### src/rtl/regfile_write_arbiter_if.sv
// Writeback requester handshake bundle for regfile_write_arbiter.
// Packed per-requester destinations and data, one-hot ready back.
interface regfile_write_arbiter_if #(
    parameter int NUM_REQ = 3,
    parameter int DATA_W  = 16,
    parameter int ADDR_W  = 3
);
    logic [NUM_REQ-1:0]        req_valid;
    logic [NUM_REQ*ADDR_W-1:0] req_dest;
    logic [NUM_REQ*DATA_W-1:0] req_data;
    logic [NUM_REQ-1:0]        req_ready;

    modport master (
        output req_valid,
        output req_dest,
        output req_data,
        input  req_ready
    );

    modport slave (
        input  req_valid,
        input  req_dest,
        input  req_data,
        output req_ready
    );
endinterface

### src/rtl/regfile_write_arbiter.sv
// Round-robin arbiter for the register file write port, registered output.
// Optional decode bypass hit outputs under macro RF_WRITE_BYPASS_EN.
module regfile_write_arbiter #(
    parameter int NUM_REQ = 3,
    parameter int DATA_W  = 16,
    parameter int ADDR_W  = 3
) (
    input  logic              clk,
    input  logic              rst,
    input  logic              hold,
    regfile_write_arbiter_if.slave req,
    output logic              rf_write_enable,
    output logic [ADDR_W-1:0] rf_write_destination,
    output logic [DATA_W-1:0] rf_write_data,
    output logic [15:0]       write_count
`ifdef RF_WRITE_BYPASS_EN
    ,
    input  logic [ADDR_W-1:0] byp_addr_1,
    input  logic [ADDR_W-1:0] byp_addr_2,
    output logic              byp_hit_1,
    output logic              byp_hit_2
`endif
);

    localparam int PW = (NUM_REQ > 1) ? $clog2(NUM_REQ) : 1;
    localparam logic [PW-1:0] PTR_RST = PW'(NUM_REQ - 1);

    logic [PW-1:0]      last_grant;
    logic [PW-1:0]      win;
    logic [NUM_REQ-1:0] grant;
    logic               gnt;
    logic [ADDR_W-1:0]  win_dest;
    logic [DATA_W-1:0]  win_data;

    // Search starts one past the previous winner and wraps.
    always_comb begin
        int          idx;
        logic [PW-1:0] cand;
        logic        found;
        grant = '0;
        win   = last_grant;
        found = 1'b0;
        for (int k = 1; k <= NUM_REQ; k++) begin
            idx  = (int'(last_grant) + k) % NUM_REQ;
            cand = PW'(idx);
            if (!found && req.req_valid[cand]) begin
                found       = 1'b1;
                grant[cand] = 1'b1;
                win         = cand;
            end
        end
        if (hold || !rst) begin
            grant = '0;
        end
    end

    assign gnt           = |grant;
    assign req.req_ready = grant;

    always_comb begin
        win_dest = '0;
        win_data = '0;
        for (int i = 0; i < NUM_REQ; i++) begin
            if (grant[i]) begin
                win_dest = req.req_dest[i*ADDR_W +: ADDR_W];
                win_data = req.req_data[i*DATA_W +: DATA_W];
            end
        end
    end

    always_ff @(posedge clk or negedge rst) begin
        if (!rst) begin
            last_grant           <= PTR_RST;
            rf_write_enable      <= 1'b0;
            rf_write_destination <= '0;
            rf_write_data        <= '0;
            write_count          <= '0;
        end else begin
            if (gnt) begin
                last_grant           <= win;
                rf_write_enable      <= 1'b1;
                rf_write_destination <= win_dest;
                rf_write_data        <= win_data;
            end else begin
                rf_write_enable <= 1'b0;
            end
            if (rf_write_enable) begin
                write_count <= write_count + 16'd1;
            end
        end
    end

`ifdef RF_WRITE_BYPASS_EN
    assign byp_hit_1 = rst && rf_write_enable &&
                       (rf_write_destination == byp_addr_1);
    assign byp_hit_2 = rst && rf_write_enable &&
                       (rf_write_destination == byp_addr_2);
`endif

endmodule
### src/flat_wrapper.sv
// flat-port wrapper written by rule: the top's interface ports become plain ports
module regfile_write_arbiter_flat 
#(
    parameter int NUM_REQ = 3,
    parameter int DATA_W  = 16,
    parameter int ADDR_W  = 3
)
  (clk, rst, hold, rf_write_enable, rf_write_destination, rf_write_data, write_count, req_req_valid, req_req_dest, req_req_data, req_req_ready);
  regfile_write_arbiter_if #(.NUM_REQ(NUM_REQ), .DATA_W(DATA_W), .ADDR_W(ADDR_W)) req_i ();
  input  logic clk;
  input  logic rst;
  input  logic hold;
  output logic rf_write_enable;
  output logic [ADDR_W-1:0] rf_write_destination;
  output logic [DATA_W-1:0] rf_write_data;
  output logic [15:0] write_count;
  input wire logic [$bits(req_i.req_valid)-1:0] req_req_valid;
  input wire logic [$bits(req_i.req_dest)-1:0] req_req_dest;
  input wire logic [$bits(req_i.req_data)-1:0] req_req_data;
  output wire logic [$bits(req_i.req_ready)-1:0] req_req_ready;
  assign req_i.req_valid = req_req_valid;
  assign req_i.req_dest = req_req_dest;
  assign req_i.req_data = req_req_data;
  assign req_req_ready = req_i.req_ready;
  regfile_write_arbiter #(.NUM_REQ(NUM_REQ), .DATA_W(DATA_W), .ADDR_W(ADDR_W)) u_core (.clk(clk), .rst(rst), .hold(hold), .req(req_i), .rf_write_enable(rf_write_enable), .rf_write_destination(rf_write_destination), .rf_write_data(rf_write_data), .write_count(write_count));
endmodule
### config.mk
export PLATFORM = sky130hd
export DESIGN_NAME = regfile_write_arbiter_flat
export DESIGN_NICKNAME = d
export VERILOG_FILES = /design/src/rtl/regfile_write_arbiter_if.sv /design/src/rtl/regfile_write_arbiter.sv /design/src/flat_wrapper.sv
export SDC_FILE = /design/constraint.sdc
export NUM_CORES = 1
export LEC_CHECK = 0
export ABC_AREA = 1
export CAP_MARGIN = 10
export CORE_MARGIN = 5
export CORE_UTILIZATION = 40
export CTS_BUF_LIST = sky130_fd_sc_hd__clkbuf_8 sky130_fd_sc_hd__clkbuf_16
export DETAILED_ROUTE_END_ITERATION = 10
export PLACE_DENSITY = 0.78
export SLEW_MARGIN = 20
export SYNTH_ARGS = -nofsm -noshare
export SYNTH_HDL_FRONTEND = slang
export SYNTH_SLANG_ARGS = --single-unit
### constraint.sdc
create_clock -name clk -period 2.1 [get_ports clk]
set_clock_uncertainty 0.15 [all_clocks]
set_input_delay 0.315 -clock clk [delete_from_list [all_inputs] [get_ports clk]]
set_output_delay 0.315 -clock clk [all_outputs]
set_load 0.01 [all_outputs]
==> impl_results.md, run 1 <==
- Met3 WL post-DR: just under 700 um
- Vias per cell: 5.12
- Worst R2R Setup Slack: -0.35 ns
- CTS Buf Count: 5
- Synth-to-Final Area Change: 71.6%
- Critical Path RT: 1.63 ns
- Final Wtd Congestion: about 1
- Multi-input logic area: around 1700 um^2
- Final ANT Viol Nets: 0
- Worst IR Drop VDD: roughly 0.83 mV
- Largest net degree at the start of global routing: 40
- Initial Utilization: slightly above 40%
- DP HPWL: between 5000 and 6000 um
- CTS tree: built
- Pwr dens: 1450 nW/um^2
- Worst Tran Pin Value: roughly 0.49 ns
- Cell accounting for the most synthesized area: dfrtp_1
- Total wire length: 8820 um
- P_leak: about 2.1 nW
- CP Class: register to output pin
- Slew Limit Fails: 0
- Largest cells by area after synthesis: dfrtp_1 (36%), nand2_1 (17%), nand3_1 (8.5%), inv_1 (5.8%), nand4_1 (5.4%)
- Worst path bufs/invs: 3
- Routed wire length per instance: ~16 um
- Root buf cell: clkbuf_8
- Top Metal Used: met4
- Initial antenna violation count: 0
- Commonest cells after routing, fill and taps aside: clkdlybuf4s50_1 (97), nand2_1 (84), dfrtp_1 (37), inv_1 (34), nand3_1 (34)
- DRT iter0 DRCs: between 200 and 250
- Vias post-DR: 2839
- DR pass1 iterations: 5
- Residual DRC: 0
- Failing checks: hold timing, setup timing
- Max-capacitance violation count: 0
- PortBufs: approximately 100
- Final nets: ~550
- Fin crit period: roughly 2.5 ns
- CP Max Fanout: 6
- Synth Net Count: between 400 and 500
- Worst EP arrival: 2.05 ns
- Most common cell after layout, fill and taps aside: clkdlybuf4s50_1
- Register area share after synthesis: around 38%
- Top cell type's share of synthesized area: 36.5%
- Critical path, cell by cell: ha_4 -> inv_6 -> nand3_1 -> nand2_4 -> nand2_4 -> nand2_1 -> nand2_1 -> nand2_1 -> nand2_2 -> inv_2 -> buf_6
- Clock tree sinks: 38
- Result of the run: finished with violations
- RSZ-0062 raised after global routing: true
- Post-route cell area: 4360 um^2
- Vias in the first global route: 2678
- Num ports: approximately 100
- Area of placed instances: roughly 3700 um^2
- Critical Path Source Type: register
- Post-layout util: between 60% and 70%
- CP peak stage delay: slightly above 0.6 ns
- Final period utilization: 120%
- Final Hold Fails: 8
- Count of final setup violators: 25
- Met2 wire len: 4560 um
- Crit path top cell by count: nand2_1
- Worst hold-check path type: input port to async pin
- Fin Hold WS: -0.0112 ns
- Ys Warns: 0
- Fillcell total: 502
- Clk Latency, worst-skew pair: ~0.28 ns
- Area of the core: 6280 um^2
- Die Ht: 89.7 um
- Longest Clk Path Bufs: 2
- # hold bufs at CTS: 0
- Rows: 29
- First-pass GRT wire length: approximately 13000 um
- Layout cells sized above 1: 28.9%
- CP top delay family: simple AND/OR/NAND/NOR gates
- Reg area: ~950 um^2
- Die width: 89.7 um
- M1 WL: roughly 3300 um
- Synth unique cells: 28
- PnR worst setup slack: -0.417 ns
- Fmax: a little under 400 MHz
- Cell Area, Synth: ~2500 um^2
- Place WS: -0.456 ns
- Worst-path clk slew: about 0.08 ns
- CTS H-tree depth: 2
- Avg Cell Area, Syn: approximately 7.2 um^2
- Tot GR Track Use: 20.0%
- #FFs+latches synth: 38
- Worst slew margin: between 60% and 70%
- Worst path slowest cell: dfstp_2
- Endpoint class of the critical path: output pin
- Diodes inserted: 0
- Cells after synthesis: 351
- Grt total ovfl: 0
- Setup TNS: -7.64 ns
- Die area: 8040 um^2
-- worst paths after layout --
path | end | depth (start not counted) | start
setup / recovery | req_req_ready[2] | 11 | u_core.last_grant[1]
hold / removal | u_core.rf_write_data[7] | 2 | rst
setup reg to reg | u_core.rf_write_destination[1] | 15 | u_core.last_grant[1]
hold reg to reg | u_core.write_count[15] | 1 | u_core.write_count[15]
max in group asynchronous | u_core.last_grant[1] | 2 | rst
min in group clk | u_core.write_count[15] | 1 | u_core.write_count[15]
-- layout make-up --
| class | count | share of cell area, % |
|---|---|---|
| clock inverters | 1 | 0.689 |
| inverters | 40 | 3.68 |
| flip-flops and latches | 38 | 21.9 |
| clock buffers | 6 | 1.90 |
| multi-input cells | 255 | 37.9 |
| well taps | 77 | 2.21 |
| repair buffers | 137 | 31.8 |
-- cells in the mapped netlist --
| cell | number |
|---|---|
| clkbuf_1 | 2 |
| nor3_1 | 1 |
| buf_6 | 5 |
| buf_2 | 8 |
| nor2_1 | 29 |
| buf_4 | 2 |
| nand4_1 | 22 |
| xor2_1 | 6 |
| dfstp_2 | 1 |
| nand2_1 | 112 |
| ha_1 | 5 |
| nand2_4 | 2 |
| nor2_2 | 1 |
| inv_1 | 39 |
| dfrtp_1 | 37 |
| nand2_2 | 3 |
| nand3_1 | 43 |
| nor2_4 | 1 |
| inv_2 | 1 |
| nand3b_1 | 1 |
| buf_8 | 1 |
| a21oi_1 | 2 |
| nand3_2 | 12 |
| xnor2_1 | 6 |
| o21ai_1 | 3 |
| or2_2 | 1 |
| nor3_2 | 1 |
| o21ai_0 | 4 |
-- state kept, by name, summed over array words and instances, names as in the netlist --
signal and flops:
u_core.rf_write_destination 3, u_core.last_grant 2, u_core.rf_write_data 16, u_core.rf_write_enable 1
u_core.write_count 16
-- power by group --
| group | switching (mW) | internal [mW] |
|---|---|---|
| combinational | 2.40 | 2.11 |
| sequential | 0.178 | 0.988 |
| clock | 0.244 | 0.380 |
| total | 2.82 | 3.48 |
-- per-stage QoR --
stage,std cells,power (mW)
floorplan,351,3.12
global placement,532,4.00
detailed placement,532,4.08
CTS,550,5.20
global route,554,6.72
finish,554,6.30
-- metal layers --
metal	track usage, %	up-vias
met3	3.65	27
met5	0	-
met1	25.5	1319
met4	6.63	0
li1	-	1368
met2	34.2	125
-- timing repair --
item	CTS	global route
setup buffers	9	4
pin swaps	10	26
hold endpoints to repair	0	0
setup endpoints to repair	25	27
resized for setup	53	72
gates cloned	2	4
-- cells by family after synthesis --
group	after synthesis	synth area share, %
and+or+nand+nor	229	42.9
AOI/OAI and AO/OA	9	1.77
buffers and inverters	58	11.2
DFF	38	37.5
xor gates and xnor gates	12	4.14
adders and majority gates	5	2.46
(Power assumes the default switching activity.)
==> run 2: changes to the inputs <==
- REMOVE_ABC_BUFFERS: unset -> 1
==> run 2 against run 1 <==
- the flow finishes with violations (setup timing)
- critical path depth shrank 1
- critical endpoint is now req_req_ready[0]
- power fell by 18%
- register-to-register slack improved by 0.11 ns
- sequential cell count unchanged
- via count is 5.1% lower
==> impl_results.md, run 2 (synthesis results as in run 1) <==
- Result of the run: finished with violations
- Failing checks: setup timing
- Worst path bufs/invs: 3 (unchanged)
- CP peak stage delay: 0.60 ns (-0.02 ns)
- Tot GR Track Use: 19.9% (-0.16 points)
- Initial Utilization: 40.4% (unchanged)
- CP Max Fanout: 3 (-3)
- Crit path top cell by count: nor2_4
- PortBufs: 101 (unchanged)
- Worst IR Drop VDD: 0.877 mV (+5.6%)
- Commonest cells after routing, fill and taps aside: nand2_1 (106), clkdlybuf4s50_1 (97), nand3_1 (39), dfrtp_1 (37), inv_1 (34)
- Critical Path Source Type: register
- Internal Pwr Total: 2.87 mW (-17%)
- Grt total ovfl: 0 (unchanged)
- DRT iter0 DRCs: 94 (-59%)
- Post-route cell area: 3980 um^2 (-8.6%)
- Diodes inserted: 0 (unchanged)
- Final nets: 539 (-1.1%)
- Worst EP arrival: 2.04 ns (about the same)
- Slew Limit Fails: 0 (unchanged)
- Critical Path RT: 1.63 ns (about the same)
- CP Class: register to output pin
- Cells after DPL: 534 (+0.38%)
- Worst slew margin: 67.4% (-0.31 points)
- Worst hold-check path type: register to register
- Sw Ratio: 44.3% (-0.49 points)
- M1 WL: 3300 um (-0.84%)
- Logic pwr share: 65.5% (-6.1 points)
- Vias per cell: 4.91 (-4.2%)
- Total wire length: 7810 um (-11%)
- PnR worst setup slack: -0.401 ns (+0.0160 ns)
- Routed wire length per instance: 14.2 um (-11%)
- Clk Latency, worst-skew pair: 0.29 ns (about the same)
- Pwr dens: 1290 nW/um^2 (-10%)
- CTS tree: built
- CP top delay family: simple AND/OR/NAND/NOR gates
- Area of the core: 6280 um^2 (unchanged)
- Fin crit period: 2.50 ns (-0.0160 ns)
- Rows: 29 (unchanged)
- Root buf cell: clkbuf_8
- Final ANT Viol Nets: 0 (unchanged)
- Worst Tran Pin Value: 0.490 ns (+0.00463 ns)
- Final Hold Fails: 0 (-8)
- Biggest registers after layout: u_core.rf_write_data x16, u_core.write_count x16, u_core.rf_write_destination x3
- RSZ-0062 raised after global routing: true
- Vias in the first global route: 2534 (-5.4%)
- Finished Layout Cells: 549 (-0.90%)
- Count of final setup violators: 25 (unchanged)
- Fmax: 400 MHz (+0.64%)
- Endpoint class of the critical path: output pin
- Area of placed instances: 3680 um^2 (-0.44%)
- Fillcell total: 554 (+10%)
- Largest net degree at the start of global routing: 40 (unchanged)
- Met3 WL post-DR: 659 um (-4.8%)
- Psw: 2.28 mW (-19%)
- Layout cells sized above 1: 18.2% (-11 points)
- CTS Buf Count: 5 (unchanged)
- Synth-to-Final Area Change: 56.8%
- Die area: 8040 um^2 (unchanged)
- DP HPWL: 5510 um (-4.6%)
- P_leak: 1.92 nW (-6.8%)
- Most common cell after layout, fill and taps aside: nand2_1
- Clock power frac: 12.3% (+2.4 points)
- Vias post-DR: 2695 (-5.1%)
- Final period utilization: 119% (-0.76 points)
- Die Ht: 89.7 um (unchanged)
- Longest Clk Path Bufs: 2 (unchanged)
- Num ports: 102 (unchanged)
- Final Wtd Congestion: 0.988 (+0.69%)
- Clock tree sinks: 38 (unchanged)
- Top Metal Used: met4
- Max-capacitance violation count: 0 (unchanged)
- Worst path slowest cell: dfstp_2
- CTS H-tree depth: 2 (unchanged)
- Die width: 89.7 um (unchanged)
- Initial antenna violation count: 0 (unchanged)
- Met2 wire len: 3740 um (-18%)
- Worst-path clk slew: 0.09 ns (about the same)
- Sequential share of power: 22.3% (+3.8 points)
- First-pass GRT wire length: 12300 um (-2.0%)
- Residual DRC: 0 (unchanged)
- DR pass1 iterations: 4 (-1)
- Critical path, cell by cell: inv_2 -> ha_2 -> inv_1 -> nand3_1 -> nand2_2 -> nand3_2 -> nor2_4 -> nor2_2 -> nor2_4 -> buf_6
## run 2: cell count changes in the layout (fill, tap and decap cells not counted), sizes merged
| cell | previous run | this run |
|---|---|---|
| clkinvlp | 0 | 2 |
| clkbuf | 8 | 5 |
| dlygate4sd3 | 0 | 1 |
| buf | 38 | 33 |
## run 2: layer usage
layer | vias to the layer above | global-route usage (%)
met5 | - | 0
met4 | 0 | 5.68
met3 | 15 | 5.66
met2 | 100 | 32.9
met1 | 1226 | 25.3
li1 | 1354 | -
## run 2: worst paths after layout
check	start	end	slack, ns	depth (start not counted)
worst max-delay path	u_core.last_grant[1]	req_req_ready[0]	-0.40	10
worst min-delay path	u_core.write_count[14]	u_core.write_count[14]	0.35	1
worst max register to register	u_core.last_grant[1]	u_core.last_grant[0]	-0.24	12
worst min register to register	u_core.write_count[14]	u_core.write_count[14]	0.35	1
max in group asynchronous	rst	u_core.last_grant[1]	0.94	3
min in group asynchronous	rst	u_core.write_count[5]	0.50	3
## run 2: area by class of cell
| class | instances | area, um^2 | area share, % |
|---|---|---|---|
| clock buffers | 5 | 68.8 | 1.73 |
| clock inverters | 3 | 45.0 | 1.13 |
| inverters | 40 | 153 | 3.83 |
| multi-input cells | 255 | 1400 | 35.3 |
| flip-flops and latches | 38 | 952 | 23.9 |
| well taps | 77 | 96.3 | 2.42 |
| repair buffers | 131 | 1260 | 31.7 |
## run 2: what timing repair did
action	4_1_cts	5_1_grt
pin swaps	9	5
endpoints found under the hold margin	37	0
buffers inserted	3	3
hold buffers	1	0
endpoints found under the setup margin	25	26
gates resized for setup	34	15
## run 2: power groups by stage
stage          clock, mW  combinational (mW)  sequential (mW)
2_1_floorplan          0                1.53             1.24
3_3_place_gp           0                2.86             1.15
3_5_place_dp           0                2.91             1.16
4_1_cts            0.651                3.15             1.16
5_1_grt            0.678                3.71             1.18
6_report           0.633                3.37             1.15
## run 2: metrics by stage
| stage | setup TNS [ns] | hold slack [ns] | util [%] | setup slack [ns] | power, mW |
|---|---|---|---|---|---|
| after global placement | -7.99 | 0.292 | 58.7 | -0.451 | 4.00 |
| after global routing | -8.69 | 0.373 | 63.4 | -0.518 | 5.57 |
| after CTS | -6.38 | 0.353 | 62.2 | -0.343 | 4.96 |
| final | -5.23 | 0.350 | 63.4 | -0.401 | 5.15 |
| after floorplan | -19.73 | -0.131 | - | -0.887 | 2.77 |
| after detailed placement | -9.77 | 0.300 | 58.7 | -0.513 | 4.07 |
## run 2: worst register-to-register path: stages, from the launching register on
cell and delay, ns:
dfstp_2 0.60, ha_4 0.24, nand2_1 0.12, nand3_4 0.10, nand2_4 0.10, buf_6 0.11
nand3_2 0.07, nand2_1 0.07, nand2_1 0.06, nand2_2 0.08, buf_6 0.28, nand3_2 0.17
o21ai_1 0.14
==> run 3: changes to the inputs <==
- TNS_END_PERCENT: unset -> 100
==> results of run 3 <==
The final DEF is identical to that of run 2; final timing and power are the same.
